[config.mk]
export PLATFORM = sky130hd
export DESIGN_NAME = fp32_dot_accumulator
export DESIGN_NICKNAME = d
export VERILOG_FILES = /design/src/rtl/fp32_dot_accumulator.sv
export SDC_FILE = /design/constraint.sdc
export NUM_CORES = 1
export LEC_CHECK = 0
export BUFFER_PORTS_ARGS = -buffer_cell sky130_fd_sc_hd__buf_2
export CAP_MARGIN = 0
export CORE_ASPECT_RATIO = 1.4
export CORE_MARGIN = 2
export CORE_UTILIZATION = 44
export CTS_CLUSTER_SIZE = 14
export DETAILED_ROUTE_END_ITERATION = 6
export PLACE_DENSITY = 0.8
export SKIP_CTS_REPAIR_TIMING = 1
export SYNTH_ARGS = -nofsm -noshare
export SYNTH_HDL_FRONTEND = slang
export SYNTH_SLANG_ARGS = --single-unit
[constraint.sdc]
create_clock -name clk -period 2.3 [get_ports clk]
set_input_delay 0.23 -clock clk [delete_from_list [all_inputs] [get_ports clk]]
set_output_delay 0.23 -clock clk [all_outputs]
set_load 0.01 [all_outputs]
[src/rtl/fp32_dot_accumulator.sv]
// Sums LEN FP32 product terms through an external combinational adder, one term per cycle.
// Latency 1 cycle after the last term; in_ready drops while a result waits for out_ready or flush is high.
module fp32_dot_accumulator #(
  parameter int LEN = 4
) (
  input  logic        clk,
  input  logic        rst_n,
  input  logic        in_valid,
  input  logic [31:0] in_data,
  output logic        in_ready,
  input  logic        flush,
  output logic [31:0] add_a,
  output logic [31:0] add_b,
  input  logic [31:0] add_sum,
  output logic        out_valid,
  output logic [31:0] out_data,
  input  logic        out_ready,
  output logic        busy
);

  localparam int CW = $clog2(LEN + 1);
  localparam logic [CW-1:0] LAST = CW'(LEN - 1);

  typedef enum logic {
    ACC,
    DONE
  } state_e;

  state_e        state_q, state_d;
  logic [31:0]   acc_q, acc_d;
  logic [31:0]   out_data_q, out_data_d;
  logic [CW-1:0] cnt_q, cnt_d;
  logic          out_valid_q, out_valid_d;
  logic          accept;

  assign add_a     = acc_q;
  assign add_b     = in_data;
  assign in_ready  = (state_q == ACC) && !flush;
  assign accept    = in_valid && in_ready;
  assign out_valid = out_valid_q;
  assign out_data  = out_data_q;
  assign busy      = (state_q == ACC) && (cnt_q != '0);

  always_ff @(posedge clk or negedge rst_n) begin
    if (!rst_n) begin
      state_q     <= ACC;
      acc_q       <= 32'h0000_0000;
      cnt_q       <= '0;
      out_valid_q <= 1'b0;
      out_data_q  <= 32'h0000_0000;
    end else begin
      state_q     <= state_d;
      acc_q       <= acc_d;
      cnt_q       <= cnt_d;
      out_valid_q <= out_valid_d;
      out_data_q  <= out_data_d;
    end
  end

  always_comb begin
    state_d     = state_q;
    acc_d       = acc_q;
    cnt_d       = cnt_q;
    out_valid_d = out_valid_q;
    out_data_d  = out_data_q;
    // flush wins over any concurrent acceptance or output handshake; out_data is left as is
    if (flush) begin
      state_d     = ACC;
      acc_d       = 32'h0000_0000;
      cnt_d       = '0;
      out_valid_d = 1'b0;
    end else begin
      case (state_q)
        ACC: begin
          if (accept) begin
            if (cnt_q == LAST) begin
              out_data_d  = add_sum;
              out_valid_d = 1'b1;
              acc_d       = 32'h0000_0000;
              cnt_d       = '0;
              state_d     = DONE;
            end else begin
              acc_d = add_sum;
              cnt_d = cnt_q + CW'(1);
            end
          end
        end
        DONE: begin
          if (out_valid_q && out_ready) begin
            out_valid_d = 1'b0;
            state_d     = ACC;
          end
        end
        default: state_d = ACC;
      endcase
    end
  end

endmodule

==> report_table.html, run 1 <==
<table>
<tr><th>Metric</th><th>Value</th></tr>
<tr><th colspan="2">Placed design</th></tr>
<tr><td>Post-Place Cell Area</td><td>3371 µm²</td></tr>
<tr><td>Worst slack after detailed placement</td><td>467.3 ps</td></tr>
<tr><td>Cells after DPL</td><td>357</td></tr>
<tr><td>Count of input and output buffers</td><td>103</td></tr>
<tr><td>Routability congestion estimate</td><td>0.7396</td></tr>
<tr><td>Final HPWL from detailed placement</td><td>4186 µm</td></tr>
<tr><th colspan="2">Power and ir drop</th></tr>
<tr><td>Peak supply drop</td><td>509.4 µV</td></tr>
<tr><td>Clock group share of total power</td><td>35.7%</td></tr>
<tr><td>Net switching power of the design</td><td>0.7812 mW</td></tr>
<tr><td>Static leakage</td><td>1.956 nW</td></tr>
<tr><td>Switching power share of the total</td><td>25.73%</td></tr>
<tr><td>Pint</td><td>2.255 mW</td></tr>
<tr><td>Part of the total power dissipated in sequential elements</td><td>47.1%</td></tr>
<tr><td>Power share of the combinational group</td><td>17.1%</td></tr>
<tr><td>Power density over the cells</td><td>842.5 nW/µm²</td></tr>
<tr><th colspan="2">Clock tree</th></tr>
<tr><td>Longest Clk Path Bufs</td><td>2</td></tr>
<tr><td>Clock buffers created by TritonCTS</td><td>9</td></tr>
<tr><td>Clock Latency Late Sink</td><td>340 ps</td></tr>
<tr><td>Root Driver</td><td>sky130_fd_sc_hd__clkbuf_8</td></tr>
<tr><td>H-tree levels</td><td>3</td></tr>
<tr><td>Clock tree from TritonCTS</td><td>done</td></tr>
<tr><td>Clock sinks</td><td>69</td></tr>
<tr><td>Clock-pin slew on the worst setup and hold paths</td><td>80 ps</td></tr>
<tr><th colspan="2">Worst setup path</th></tr>
<tr><td>Reg2reg end</td><td>out_data[13]$_DFFE_PN0P_</td></tr>
<tr><td>Crit path cell chain</td><td>ha_1, nor4bb_4, nor2b_4, buf_12, mux2_2</td></tr>
<tr><td>Number of buffers and inverters on the critical path</td><td>1</td></tr>
<tr><td>Number of cells traversed by the worst register-to-register path</td><td>5</td></tr>
<tr><td>Reg2Reg Setup Slack</td><td>470 ps</td></tr>
<tr><td>Data required time of the worst path</td><td>2540 ps</td></tr>
<tr><td>CP peak stage delay</td><td>380 ps</td></tr>
<tr><td>Worst setup path startpoint</td><td>cnt_q[1]$_DFFE_PN0P_</td></tr>
<tr><td>Start of the worst register-to-register path</td><td>cnt_q[1]$_DFFE_PN0P_</td></tr>
<tr><td>Arrival time of data at the critical path endpoint</td><td>2060 ps</td></tr>
<tr><td>Critical path endpoint category</td><td>register</td></tr>
<tr><td>Critical path start-end classification</td><td>register to register</td></tr>
<tr><td>Number of gates on the worst path with buffers counted</td><td>5</td></tr>
<tr><td>Critical path's top delay family</td><td>simple AND/OR/NAND/NOR gates</td></tr>
<tr><td>Category of the worst setup path launch point</td><td>register</td></tr>
<tr><td>Worst setup path end</td><td>out_data[13]$_DFFE_PN0P_</td></tr>
<tr><td>Crit path max fanout</td><td>23</td></tr>
<tr><td>Critical Path Slowest Stage Cell</td><td>sky130_fd_sc_hd__dfrtp_1</td></tr>
<tr><th colspan="2">Routing</th></tr>
<tr><td>Vias</td><td>1828</td></tr>
<tr><td>Overall routed net length</td><td>5889 µm</td></tr>
<tr><td>First-iteration detailed-routing DRC count</td><td>58</td></tr>
<tr><td>DRC</td><td>0</td></tr>
<tr><td>Number of nets still failing antenna checks after routing</td><td>0</td></tr>
<tr><td>Routed wirelength normalized by instance count</td><td>15.75 µm</td></tr>
<tr><td>DR pass1 iterations</td><td>4</td></tr>
<tr><td>Post-detailed-route via-to-cell ratio</td><td>4.888</td></tr>
<tr><th colspan="2">Timing</th></tr>
<tr><td>Max-slew headroom</td><td>51.13%</td></tr>
<tr><td>Worst-Margin Slew</td><td>733.1 ps</td></tr>
<tr><td>Setup TNS</td><td>0 ps</td></tr>
<tr><td>Unrepaired setup endpoints after global routing</td><td>false</td></tr>
<tr><td>Achievable Freq</td><td>0.5479 GHz</td></tr>
<tr><td>Max Transition Viols Final</td><td>0</td></tr>
<tr><td>Setup skew after layout</td><td>10.90 ps</td></tr>
<tr><td>Fin crit period</td><td>1825 ps</td></tr>
<tr><td>Worst setup slack after layout</td><td>474.8 ps</td></tr>
<tr><td>Period utilisation layout</td><td>79.35%</td></tr>
<tr><td>Final Setup Violations</td><td>0</td></tr>
<tr><td>Number of failing hold endpoints at the final stage</td><td>0</td></tr>
<tr><th colspan="2">GRT</th></tr>
<tr><td>Antenna violations before repair</td><td>0</td></tr>
<tr><td>Number of global-route vias before repair</td><td>1855</td></tr>
<tr><td>Total track usage</td><td>16.78%</td></tr>
<tr><td>GRT Residual Overflow</td><td>0</td></tr>
<tr><td>Global-route wire length before repair</td><td>9287 µm</td></tr>
<tr><td>Pin count of the biggest net entering global routing</td><td>38</td></tr>
<tr><th colspan="2">Cells and area</th></tr>
<tr><td>Post-layout instance area</td><td>3603 µm²</td></tr>
<tr><td>Layout cell share with drive strength beyond 1</td><td>58.16%</td></tr>
<tr><td>Final net count</td><td>348</td></tr>
<tr><td>Fraction of the core area covered by cells at the end of the flow</td><td>54.49%</td></tr>
<tr><td>Filler-free cell count of the finished design</td><td>374</td></tr>
<tr><td>Total inserted antenna cells</td><td>0</td></tr>
<tr><td>Area Growth Syn to Fin</td><td>19.75%</td></tr>
<tr><th colspan="2">Run</th></tr>
<tr><td>Max-cap violations</td><td>0</td></tr>
<tr><th colspan="2">Logic synthesis</th></tr>
<tr><td>EDFF count, synth</td><td>0</td></tr>
<tr><td>Total standard cell area after synthesis</td><td>3009 µm²</td></tr>
<tr><td>Fraction of post-synthesis cell area in the top cell type by area</td><td>57.38%</td></tr>
<tr><td>Most common cell in the synthesized netlist</td><td>sky130_fd_sc_hd__dfrtp_1</td></tr>
<tr><td>Post-synthesis sequential element count</td><td>69</td></tr>
<tr><td>Seq/Total Area, Yosys</td><td>57.38%</td></tr>
<tr><td>Number of distinct standard cells referenced by the synthesized netlist</td><td>19</td></tr>
<tr><td>Cell taking the most area after synthesis</td><td>sky130_fd_sc_hd__dfrtp_1</td></tr>
<tr><td>FFs w/ async S/R, synth</td><td>100.0%</td></tr>
<tr><td>Prevailing post-synth register cell</td><td>sky130_fd_sc_hd__dfrtp_1</td></tr>
<tr><td>Biggest area contributors in the synthesized netlist</td><td>sky130_fd_sc_hd__dfrtp_1 (57%), sky130_fd_sc_hd__mux2_4 (15%), sky130_fd_sc_hd__a22o_1 (9.6%)</td></tr>
<tr><td>Synth Warn #</td><td>0</td></tr>
<tr><td>Net Count, Synth</td><td>269</td></tr>
<tr><td>Gate Count Post-Synth</td><td>198</td></tr>
<tr><td>Mean post-synth cell area</td><td>15.20 µm²</td></tr>
<tr><td>Commonest cells in the synthesized netlist</td><td>sky130_fd_sc_hd__dfrtp_1 (69), sky130_fd_sc_hd__a22o_1 (33), sky130_fd_sc_hd__buf_4 (32)</td></tr>
<tr><th colspan="2">Floorplanning</th></tr>
<tr><td>Boundary pin count</td><td>168</td></tr>
<tr><td>Area of the die</td><td>7526 µm²</td></tr>
<tr><td>Starting Density</td><td>45.51%</td></tr>
<tr><td>Die height</td><td>101.9 µm</td></tr>
<tr><td>Standard-cell row count</td><td>35</td></tr>
<tr><td>Standard cell core area</td><td>6613 µm²</td></tr>
<tr><td>X dimension of the die</td><td>73.89 µm</td></tr>
<tr><th colspan="2">Worst hold path</th></tr>
<tr><td>Class of the tightest hold or removal check</td><td>input pin to register</td></tr>
<tr><th colspan="2">Status</th></tr>
<tr><td>Result of the run</td><td>completed</td></tr>
</table>
sequential cells by signal, indices dropped and copies added (netlist names):
name and count:
add_a 32, cnt_q 3, out_data 32, out_valid 1, state_q 1
worst reg2reg max path, stage by stage (launching register included):
cell,delay [ps]
sky130_fd_sc_hd__dfrtp_1,380
sky130_fd_sc_hd__ha_1,250
sky130_fd_sc_hd__nor4bb_4,270
sky130_fd_sc_hd__nor2b_4,240
sky130_fd_sc_hd__buf_12,220
sky130_fd_sc_hd__mux2_2,380
how the worst min path moves through the flow:
stage	depth (start not counted)	slack [ps]	endpoint	startpoint
2_1_floorplan	0	-70	add_a[0]$_DFFE_PN0P_	rst_n
3_3_place_gp	1	310	add_a[0]$_DFFE_PN0P_	rst_n
3_5_place_dp	1	330	add_a[1]$_DFFE_PN0P_	rst_n
4_1_cts	1	-50	add_a[27]$_DFFE_PN0P_	rst_n
5_1_grt	2	90	add_a[14]$_DFFE_PN0P_	add_sum[14]
6_report	2	110	add_a[13]$_DFFE_PN0P_	add_sum[13]
power groups by stage:
stage / sequential [mW] / clock (mW) / combinational [mW]
6_report: 1.43 / 1.09 / 0.520
5_1_grt: 1.45 / 1.17 / 0.567
4_1_cts: 1.43 / 1.12 / 0.528
3_5_place_dp: 1.45 / 0 / 0.528
3_3_place_gp: 1.45 / 0 / 0.512
2_1_floorplan: 1.51 / 0 / 0.273
layout by cell type (no fill, tap or decap):
cell type	count
sky130_fd_sc_hd__a2111oi_4	1
sky130_fd_sc_hd__a211oi_1	1
sky130_fd_sc_hd__a21oi_1	3
sky130_fd_sc_hd__a22o_1	33
sky130_fd_sc_hd__and2b_2	1
sky130_fd_sc_hd__buf_12	2
sky130_fd_sc_hd__buf_2	103
sky130_fd_sc_hd__buf_4	5
sky130_fd_sc_hd__bufinv_16	2
sky130_fd_sc_hd__clkbuf_8	9
sky130_fd_sc_hd__clkinv_2	1
sky130_fd_sc_hd__clkinv_4	2
sky130_fd_sc_hd__clkinvlp_4	1
sky130_fd_sc_hd__dfrtp_1	69
sky130_fd_sc_hd__dlygate4sd3_1	1
sky130_fd_sc_hd__ha_1	2
sky130_fd_sc_hd__inv_1	4
sky130_fd_sc_hd__inv_6	1
sky130_fd_sc_hd__mux2_2	3
sky130_fd_sc_hd__mux2_4	30
sky130_fd_sc_hd__nand2_1	2
sky130_fd_sc_hd__nor2_1	3
sky130_fd_sc_hd__nor2_2	1
sky130_fd_sc_hd__nor2b_4	1
sky130_fd_sc_hd__nor4bb_4	1
metal layers:
metal | vias to the layer above | global-route usage, % | routed length [µm] | part of all wire, %
li1 | 828 | - | - | -
met1 | 914 | 20.63 | 2494 | 42
met2 | 69 | 26.30 | 2916 | 50
met3 | 17 | 5.128 | 347 | 5.9
met4 | 0 | 8.951 | 131 | 2.2
met5 | - | 0 | 0 | 0
metrics by stage:
stage | hold WS, ps | power (mW)
after global routing | 91.21 | 3.189
after CTS | -49.94 | 3.078
final | 112.7 | 3.036
after detailed placement | 331.0 | 1.979
after global placement | 309.1 | 1.961
after floorplan | -65.59 | 1.786
cell type report:
class / count / area [µm²]
inverter: 4 / 15.01
tap: 92 / 115.1
multi-input combinational: 82 / 920.9
timing repair buffer: 111 / 603.1
sequential: 69 / 1727
clock inverter: 7 / 98.84
fill: 577 / 3009
clock buffer: 9 / 123.9
logic make-up after synthesis:
kind of cell | share of synthesized area, %
flops | 57.38
buf+inv | 12.02
compound gates | 11.27
mux | 16.09
simple gates | 2.412
fa+ha+maj | 0.8315
Power figures use the tool's default switching activity.
==> run 2: changes to the inputs <==
CORE_UTILIZATION = 40   (was 44)
PLACE_DENSITY = 0.76   (was 0.8)
clock period = 1.55 ns   (was 2.3 ns; I/O delays follow)
==> report_table.html, run 2 (same netlist as run 1, synthesis figures left out) <==
<table>
<tr><th>Metric</th><th>Value</th></tr>
<tr><th colspan="2">Worst setup path</th></tr>
<tr><td>Crit path max fanout</td><td>12 (was 23)</td></tr>
<tr><td>CP peak stage delay</td><td>390 ps (was 380 ps)</td></tr>
<tr><td>Start of the worst register-to-register path</td><td>cnt_q[0]$_DFFE_PN0P_ (was cnt_q[1]$_DFFE_PN0P_)</td></tr>
<tr><td>Reg2reg end</td><td>out_data[10]$_DFFE_PN0P_ (was out_data[13]$_DFFE_PN0P_)</td></tr>
<tr><td>Critical path's top delay family</td><td>simple AND/OR/NAND/NOR gates (unchanged)</td></tr>
<tr><td>Worst setup path startpoint</td><td>cnt_q[0]$_DFFE_PN0P_ (was cnt_q[1]$_DFFE_PN0P_)</td></tr>
<tr><td>Category of the worst setup path launch point</td><td>register (unchanged)</td></tr>
<tr><td>Number of buffers and inverters on the critical path</td><td>1 (unchanged)</td></tr>
<tr><td>Number of cells traversed by the worst register-to-register path</td><td>5 (unchanged)</td></tr>
<tr><td>Critical path start-end classification</td><td>register to register (unchanged)</td></tr>
<tr><td>Data required time of the worst path</td><td>1780 ps (was 2540 ps)</td></tr>
<tr><td>Critical path endpoint category</td><td>register (unchanged)</td></tr>
<tr><td>Critical Path Slowest Stage Cell</td><td>sky130_fd_sc_hd__dfrtp_1 (unchanged)</td></tr>
<tr><td>Reg2Reg Setup Slack</td><td>-110 ps (was 470 ps)</td></tr>
<tr><td>Crit path cell chain</td><td>ha_4, nor4bb_4, nor2b_4, clkbuf_16, mux2_4 (was ha_1, nor4bb_4, nor2b_4, buf_12, mux2_2)</td></tr>
<tr><td>Arrival time of data at the critical path endpoint</td><td>1890 ps (was 2060 ps)</td></tr>
<tr><th colspan="2">Worst hold path</th></tr>
<tr><td>Worst Hold End</td><td>add_a[4]$_DFFE_PN0P_ (was add_a[13]$_DFFE_PN0P_)</td></tr>
<tr><td>Hold Crit Depth</td><td>2 (unchanged)</td></tr>
<tr><td>Startpoint of the most critical hold path</td><td>add_sum[4] (was add_sum[13])</td></tr>
<tr><td>Class of the tightest hold or removal check</td><td>input pin to register (unchanged)</td></tr>
<tr><th colspan="2">Timing</th></tr>
<tr><td>Max-slew headroom</td><td>64.18% (was 51.13%)</td></tr>
<tr><td>Final Setup Violations</td><td>43 (was 0)</td></tr>
<tr><td>Fin crit period</td><td>1659 ps (was 1825 ps)</td></tr>
<tr><td>Worst setup slack after layout</td><td>-108.7 ps (was 474.8 ps)</td></tr>
<tr><td>Worst-Margin Slew</td><td>537.3 ps (was 733.1 ps)</td></tr>
<tr><td>Achievable Freq</td><td>0.6029 GHz (was 0.5479 GHz)</td></tr>
<tr><td>Unrepaired setup endpoints after global routing</td><td>true (was false)</td></tr>
<tr><td>Tightest hold margin</td><td>35.92 ps (was 112.7 ps)</td></tr>
<tr><td>Number of failing hold endpoints at the final stage</td><td>0 (unchanged)</td></tr>
<tr><td>Max Transition Viols Final</td><td>0 (unchanged)</td></tr>
<tr><td>Period utilisation layout</td><td>107.0% (was 79.35%)</td></tr>
<tr><td>Setup skew after layout</td><td>5.197 ps (was 10.90 ps)</td></tr>
<tr><th colspan="2">Cells and area</th></tr>
<tr><td>Leading cell types in the layout, fill and taps excluded</td><td>sky130_fd_sc_hd__buf_2 (103), sky130_fd_sc_hd__dfrtp_1 (68), sky130_fd_sc_hd__a22o_1 (33), sky130_fd_sc_hd__mux2_4 (31), sky130_fd_sc_hd__clkbuf_8 (10) (was sky130_fd_sc_hd__buf_2 (103), sky130_fd_sc_hd__dfrtp_1 (69), sky130_fd_sc_hd__a22o_1 (33), sky130_fd_sc_hd__mux2_4 (30), sky130_fd_sc_hd__clkbuf_8 (9))</td></tr>
<tr><td>Final net count</td><td>361 (was 348)</td></tr>
<tr><td>Post-layout instance area</td><td>3866 µm² (was 3603 µm²)</td></tr>
<tr><td>Fraction of the core area covered by cells at the end of the flow</td><td>52.86% (was 54.49%)</td></tr>
<tr><td>Layout cell share with drive strength beyond 1</td><td>61.02% (was 58.16%)</td></tr>
<tr><td>Most frequent standard cell in the layout excluding fill and tap cells</td><td>sky130_fd_sc_hd__buf_2 (unchanged)</td></tr>
<tr><td>Total inserted antenna cells</td><td>0 (unchanged)</td></tr>
<tr><td>Area Growth Syn to Fin</td><td>28.48% (was 19.75%)</td></tr>
<tr><th colspan="2">Routing</th></tr>
<tr><td>First-iteration detailed-routing DRC count</td><td>68 (was 58)</td></tr>
<tr><td>Vias</td><td>1926 (was 1828)</td></tr>
<tr><td>Post-detailed-route via-to-cell ratio</td><td>4.913 (was 4.888)</td></tr>
<tr><td>DRC</td><td>0 (unchanged)</td></tr>
<tr><td>Number of nets still failing antenna checks after routing</td><td>0 (unchanged)</td></tr>
<tr><td>Routed wirelength normalized by instance count</td><td>16.33 µm (was 15.75 µm)</td></tr>
<tr><td>Overall routed net length</td><td>6401 µm (was 5889 µm)</td></tr>
<tr><td>DR pass1 iterations</td><td>4 (unchanged)</td></tr>
<tr><th colspan="2">Power and ir drop</th></tr>
<tr><td>Peak supply drop</td><td>840.3 µV (was 509.4 µV)</td></tr>
<tr><td>Power density over the cells</td><td>1200 nW/µm² (was 842.5 nW/µm²)</td></tr>
<tr><td>Power, Total</td><td>4.641 mW (was 3.036 mW)</td></tr>
<tr><td>Static leakage</td><td>2.066 nW (was 1.956 nW)</td></tr>
<tr><th colspan="2">Placed design</th></tr>
<tr><td>Count of input and output buffers</td><td>103 (unchanged)</td></tr>
<tr><td>Worst slack after detailed placement</td><td>-118.1 ps (was 467.3 ps)</td></tr>
<tr><td>Final HPWL from detailed placement</td><td>4298 µm (was 4186 µm)</td></tr>
<tr><td>Routability congestion estimate</td><td>0.7608 (was 0.7396)</td></tr>
<tr><td>Post-Place Cell Area</td><td>3481 µm² (was 3371 µm²)</td></tr>
<tr><th colspan="2">Clock tree</th></tr>
<tr><td>Clock Latency Late Sink</td><td>340 ps (about the same)</td></tr>
<tr><td>Longest Clk Path Bufs</td><td>2 (unchanged)</td></tr>
<tr><td>Clock sinks</td><td>69 (unchanged)</td></tr>
<tr><td>Clock tree from TritonCTS</td><td>done (unchanged)</td></tr>
<tr><td>Clock buffers created by TritonCTS</td><td>9 (unchanged)</td></tr>
<tr><td>Clock-pin slew on the worst setup and hold paths</td><td>80 ps (about the same)</td></tr>
<tr><td>H-tree levels</td><td>3 (unchanged)</td></tr>
<tr><td>Root Driver</td><td>sky130_fd_sc_hd__clkbuf_8 (unchanged)</td></tr>
<tr><th colspan="2">Floorplanning</th></tr>
<tr><td>Standard-cell row count</td><td>37 (was 35)</td></tr>
<tr><td>Starting Density</td><td>41.14% (was 45.51%)</td></tr>
<tr><td>Die height</td><td>106.6 µm (was 101.9 µm)</td></tr>
<tr><td>Boundary pin count</td><td>168 (unchanged)</td></tr>
<tr><td>Standard cell core area</td><td>7315 µm² (was 6613 µm²)</td></tr>
<tr><td>X dimension of the die</td><td>77.31 µm (was 73.89 µm)</td></tr>
<tr><td>Area of the die</td><td>8243 µm² (was 7526 µm²)</td></tr>
<tr><th colspan="2">GRT</th></tr>
<tr><td>GR met2 Demand/Resource</td><td>24.47% (was 26.30%)</td></tr>
<tr><td>Total track usage</td><td>15.21% (was 16.78%)</td></tr>
<tr><td>Antenna violations before repair</td><td>0 (unchanged)</td></tr>
<tr><td>Met1 track demand over resource in global routing</td><td>18.36% (was 20.63%)</td></tr>
<tr><td>Pin count of the biggest net entering global routing</td><td>29 (was 38)</td></tr>
<tr><td>GRT Residual Overflow</td><td>0 (unchanged)</td></tr>
<tr><td>Met3 GRT Util</td><td>4.377% (was 5.128%)</td></tr>
<tr><td>Global route hottest layer</td><td>met2 (unchanged)</td></tr>
<tr><td>Number of global-route vias before repair</td><td>1941 (was 1855)</td></tr>
<tr><td>Global-route wire length before repair</td><td>9625 µm (was 9287 µm)</td></tr>
<tr><th colspan="2">Status</th></tr>
<tr><td>Result of the run</td><td>finished, violations left (was completed)</td></tr>
<tr><td>Violated checks</td><td>setup timing</td></tr>
<tr><th colspan="2">Run</th></tr>
<tr><td>Max-cap violations</td><td>0 (unchanged)</td></tr>
</table>
## run 2: changes by cell type in the layout (fill, tap and decap cells not counted), moves of 3 or more
| cell | change |
|---|---|
| sky130_fd_sc_hd__buf_8 | +3 |
| sky130_fd_sc_hd__buf_6 | +3 |
| sky130_fd_sc_hd__buf_12 | +3 |
| sky130_fd_sc_hd__clkbuf_16 | +3 |
## run 2: final cells by class
type	instances	area, µm²
fill	659	3448
sequential	69	1728
multi-input combinational	82	945.9
timing repair buffer	124	824.5
clock buffer	10	137.6
tap	97	121.4
clock inverter	6	93.84
inverter	4	15.01
## run 2: per-layer routing
metal	share of wire (%)	up-vias	wire length, µm
li1	-	858	-
met1	42	966	2675
met2	50	87	3185
met3	6.5	15	418
met4	1.9	0	122
met5	0	-	0
## run 2: power by group
part / internal, mW / leakage [nW] / switching [mW]
Sequential: 2.01 / 0.925 / 0.120
Combinational: 0.478 / 1.03 / 0.368
Clock: 0.963 / 0.113 / 0.705
## run 2: stage by stage
step	instances	setup TNS, ps
after floorplan	198	-2098
after global placement	369	-1645
after detailed placement	369	-3273
after CTS	385	-4091
after global routing	392	-7116
final	392	-2765
## run 2: worst reg2reg max path: cells and delay by family, from the launching register on
family	cells	cell delay [ps]
muxes	1	310
adders and majority gates	1	150
buffers and inverters	1	220
DFF	1	390
and+or+nand+nor	2	470
## run 2: worst max-delay path by stage
stage | slack, ps | cells after the start | to
floorplan | -70 | 6 | out_data[0]$_DFFE_PN0P_
global placement | -80 | 5 | out_data[13]$_DFFE_PN0P_
detailed placement | -120 | 5 | out_data[13]$_DFFE_PN0P_
CTS | -130 | 5 | out_data[13]$_DFFE_PN0P_
global route | -190 | 5 | out_data[10]$_DFFE_PN0P_
finish | -110 | 5 | out_data[10]$_DFFE_PN0P_
==> run 3: changes to the inputs <==
GPL_TIMING_DRIVEN = 0   (was default)
==> report_table.html, run 3 (same netlist as run 1, synthesis figures left out) <==
<table>
<tr><th>Metric</th><th>Value</th></tr>
<tr><th colspan="2">Clock tree</th></tr>
<tr><td>Root Driver</td><td>sky130_fd_sc_hd__clkbuf_8 (unchanged)</td></tr>
<tr><td>Clock sinks</td><td>69 (unchanged)</td></tr>
<tr><td>H-tree levels</td><td>3 (unchanged)</td></tr>
<tr><td>Clock-pin slew on the worst setup and hold paths</td><td>70 ps (was 80 ps)</td></tr>
<tr><td>Clock Latency Late Sink</td><td>340 ps (about the same)</td></tr>
<tr><td>Clock tree from TritonCTS</td><td>done (unchanged)</td></tr>
<tr><td>Clock buffers created by TritonCTS</td><td>9 (unchanged)</td></tr>
<tr><td>Longest Clk Path Bufs</td><td>2 (unchanged)</td></tr>
<tr><th colspan="2">Worst setup path</th></tr>
<tr><td>Arrival time of data at the critical path endpoint</td><td>2000 ps (was 1890 ps)</td></tr>
<tr><td>Worst setup path startpoint</td><td>cnt_q[1]$_DFFE_PN0P_ (was cnt_q[0]$_DFFE_PN0P_)</td></tr>
<tr><td>Start of the worst register-to-register path</td><td>cnt_q[1]$_DFFE_PN0P_ (was cnt_q[0]$_DFFE_PN0P_)</td></tr>
<tr><td>CP peak stage delay</td><td>410 ps (was 390 ps)</td></tr>
<tr><td>Worst setup path end</td><td>out_data[29]$_DFFE_PN0P_ (was out_data[10]$_DFFE_PN0P_)</td></tr>
<tr><td>Critical path start-end classification</td><td>register to register (unchanged)</td></tr>
<tr><td>Number of cells traversed by the worst register-to-register path</td><td>6 (was 5)</td></tr>
<tr><td>Category of the worst setup path launch point</td><td>register (unchanged)</td></tr>
<tr><td>Crit path cell chain</td><td>ha_4, nor4bb_4, nor2b_4, buf_12, clkbuf_16, mux2_4 (was ha_4, nor4bb_4, nor2b_4, clkbuf_16, mux2_4)</td></tr>
<tr><td>Reg2reg end</td><td>out_data[29]$_DFFE_PN0P_ (was out_data[10]$_DFFE_PN0P_)</td></tr>
<tr><td>Critical path endpoint category</td><td>register (unchanged)</td></tr>
<tr><td>Data required time of the worst path</td><td>1780 ps (about the same)</td></tr>
<tr><td>Critical Path Slowest Stage Cell</td><td>sky130_fd_sc_hd__dfrtp_1 (unchanged)</td></tr>
<tr><td>Reg2Reg Setup Slack</td><td>-220 ps (was -110 ps)</td></tr>
<tr><td>Crit path max fanout</td><td>8 (was 12)</td></tr>
<tr><th colspan="2">Floorplanning</th></tr>
<tr><td>Boundary pin count</td><td>168 (unchanged)</td></tr>
<tr><td>Die height</td><td>106.6 µm (unchanged)</td></tr>
<tr><td>X dimension of the die</td><td>77.31 µm (unchanged)</td></tr>
<tr><td>Starting Density</td><td>41.14% (unchanged)</td></tr>
<tr><td>Area of the die</td><td>8243 µm² (unchanged)</td></tr>
<tr><td>Standard-cell row count</td><td>37 (unchanged)</td></tr>
<tr><td>Standard cell core area</td><td>7315 µm² (unchanged)</td></tr>
<tr><th colspan="2">Timing</th></tr>
<tr><td>Final Setup Violations</td><td>62 (was 43)</td></tr>
<tr><td>Worst-Margin Slew</td><td>837.6 ps (was 537.3 ps)</td></tr>
<tr><td>Worst setup slack after layout</td><td>-222.2 ps (was -108.7 ps)</td></tr>
<tr><td>Fin crit period</td><td>1772 ps (was 1659 ps)</td></tr>
<tr><td>Max-slew headroom</td><td>44.16% (was 64.18%)</td></tr>
<tr><td>Number of failing hold endpoints at the final stage</td><td>0 (unchanged)</td></tr>
<tr><td>Setup skew after layout</td><td>9.111 ps (was 5.197 ps)</td></tr>
<tr><td>Tightest hold margin</td><td>41.20 ps (was 35.92 ps)</td></tr>
<tr><td>Period utilisation layout</td><td>114.3% (was 107.0%)</td></tr>
<tr><td>Unrepaired setup endpoints after global routing</td><td>true (unchanged)</td></tr>
<tr><td>Achievable Freq</td><td>0.5643 GHz (was 0.6029 GHz)</td></tr>
<tr><td>Max Transition Viols Final</td><td>0 (unchanged)</td></tr>
<tr><th colspan="2">GRT</th></tr>
<tr><td>Number of global-route vias before repair</td><td>2169 (was 1941)</td></tr>
<tr><td>GRT Residual Overflow</td><td>0 (unchanged)</td></tr>
<tr><td>Pin count of the biggest net entering global routing</td><td>70 (was 29)</td></tr>
<tr><td>Antenna violations before repair</td><td>0 (unchanged)</td></tr>
<tr><td>Total track usage</td><td>16.26% (was 15.21%)</td></tr>
<tr><td>Global-route wire length before repair</td><td>10360 µm (was 9625 µm)</td></tr>
<tr><th colspan="2">Routing</th></tr>
<tr><td>Routed wirelength normalized by instance count</td><td>14.95 µm (was 16.33 µm)</td></tr>
<tr><td>Vias</td><td>2160 (was 1926)</td></tr>
<tr><td>DRC</td><td>0 (unchanged)</td></tr>
<tr><td>First-iteration detailed-routing DRC count</td><td>51 (was 68)</td></tr>
<tr><td>Number of nets still failing antenna checks after routing</td><td>0 (unchanged)</td></tr>
<tr><td>Post-detailed-route via-to-cell ratio</td><td>4.685 (was 4.913)</td></tr>
<tr><td>Overall routed net length</td><td>6894 µm (was 6401 µm)</td></tr>
<tr><td>DR pass1 iterations</td><td>4 (unchanged)</td></tr>
<tr><th colspan="2">Power and ir drop</th></tr>
<tr><td>Static leakage</td><td>2.341 nW (was 2.066 nW)</td></tr>
<tr><td>Power density over the cells</td><td>1025 nW/µm² (was 1200 nW/µm²)</td></tr>
<tr><td>Peak supply drop</td><td>548.2 µV (was 840.3 µV)</td></tr>
<tr><td>Power, Total</td><td>4.349 mW (was 4.641 mW)</td></tr>
<tr><th colspan="2">Placed design</th></tr>
<tr><td>Routability congestion estimate</td><td>0.7305 (was 0.7608)</td></tr>
<tr><td>Cells after DPL</td><td>429 (was 369)</td></tr>
<tr><td>Count of input and output buffers</td><td>134 (was 103)</td></tr>
<tr><td>Final HPWL from detailed placement</td><td>4761 µm (was 4298 µm)</td></tr>
<tr><td>Post-Place Cell Area</td><td>3817 µm² (was 3481 µm²)</td></tr>
<tr><th colspan="2">Status</th></tr>
<tr><td>Result of the run</td><td>finished, violations left (unchanged)</td></tr>
<tr><td>Violated checks</td><td>setup timing (unchanged)</td></tr>
<tr><th colspan="2">Cells and area</th></tr>
<tr><td>Post-layout instance area</td><td>4244 µm² (was 3866 µm²)</td></tr>
<tr><td>Leading cell types in the layout, fill and taps excluded</td><td>sky130_fd_sc_hd__buf_2 (136), sky130_fd_sc_hd__dfrtp_1 (68), sky130_fd_sc_hd__buf_4 (43), sky130_fd_sc_hd__a22o_1 (33), sky130_fd_sc_hd__mux2_4 (31) (was sky130_fd_sc_hd__buf_2 (103), sky130_fd_sc_hd__dfrtp_1 (68), sky130_fd_sc_hd__a22o_1 (33), sky130_fd_sc_hd__mux2_4 (31), sky130_fd_sc_hd__clkbuf_8 (10))</td></tr>
<tr><td>Filler-free cell count of the finished design</td><td>461 (was 392)</td></tr>
<tr><td>Final-layout fill cell count</td><td>642 (was 659)</td></tr>
<tr><td>Total inserted antenna cells</td><td>0 (unchanged)</td></tr>
<tr><td>Most frequent standard cell in the layout excluding fill and tap cells</td><td>sky130_fd_sc_hd__buf_2 (unchanged)</td></tr>
<tr><td>Fraction of the core area covered by cells at the end of the flow</td><td>58.02% (was 52.86%)</td></tr>
<tr><td>Layout cell share with drive strength beyond 1</td><td>68.41% (was 61.02%)</td></tr>
<tr><td>Area Growth Syn to Fin</td><td>41.04% (was 28.48%)</td></tr>
<tr><td>Final net count</td><td>430 (was 361)</td></tr>
<tr><th colspan="2">Run</th></tr>
<tr><td>Max-cap violations</td><td>0 (unchanged)</td></tr>
<tr><th colspan="2">Worst hold path</th></tr>
<tr><td>Class of the tightest hold or removal check</td><td>input pin to register (unchanged)</td></tr>
</table>
-- run 3: area by class of cell --
class	count	area (µm²)	area share, %
Timing Repair Buffer	150	869.6	20.49
Multi-Input combinational cell	82	945.9	22.29
Inverter	4	15.01	0.3538
Buffer	43	387.9	9.139
Sequential cell	69	1728	40.71
Clock buffer	10	137.6	3.243
Clock inverter	6	38.79	0.9139
Tap cell	97	121.4	2.860
-- run 3: worst min-delay path by stage --
stage                startpoint               endpoint  slack, ps  cells past startpoint
global placement    add_sum[19]  add_a[19]$_DFFE_PN0P_        380                      2
global route        add_sum[18]  add_a[18]$_DFFE_PN0P_         30                      2
detailed placement        rst_n   add_a[4]$_DFFE_PN0P_        320                      1
finish              add_sum[14]  add_a[14]$_DFFE_PN0P_         40                      2
CTS                       rst_n   add_a[4]$_DFFE_PN0P_        -60                      1
floorplan                 rst_n   add_a[0]$_DFFE_PN0P_       -140                      0
-- run 3: critical path: cells and delay by family (launching register included) --
family,cells,cell delay (ps)
adder cells (fa/ha/maj),1,160
buffers and inverters,2,310
flip-flops,1,410
multiplexers,1,290
AND/OR/NAND/NOR,2,480
-- run 3: through the flow --
step	setup WS, ps	TNS (ps)
finish	-222.2	-9824
CTS	-236.8	-11030
global placement	-191.5	-8188
detailed placement	-221.9	-9909
floorplan	-69.92	-2098
global route	-276.8	-13750
-- run 3: layer usage --
metal | share of wire, % | track usage, % | up-vias
met1 | 39 | 18.24 | 1066
met2 | 53 | 28.07 | 93
met3 | 6.5 | 4.209 | 11
li1 | - | - | 990
met5 | 0 | 0 | -
met4 | 2.0 | 8.801 | 0
-- run 3: where the power goes --
part | switching, mW | leakage (nW) | internal, mW | total [mW]
registers | 0.118 | 0.925 | 2.01 | 2.13
clock network | 0.664 | 0.0880 | 0.617 | 1.28
logic | 0.404 | 1.33 | 0.539 | 0.943
total | 1.19 | 2.34 | 3.16 | 4.35
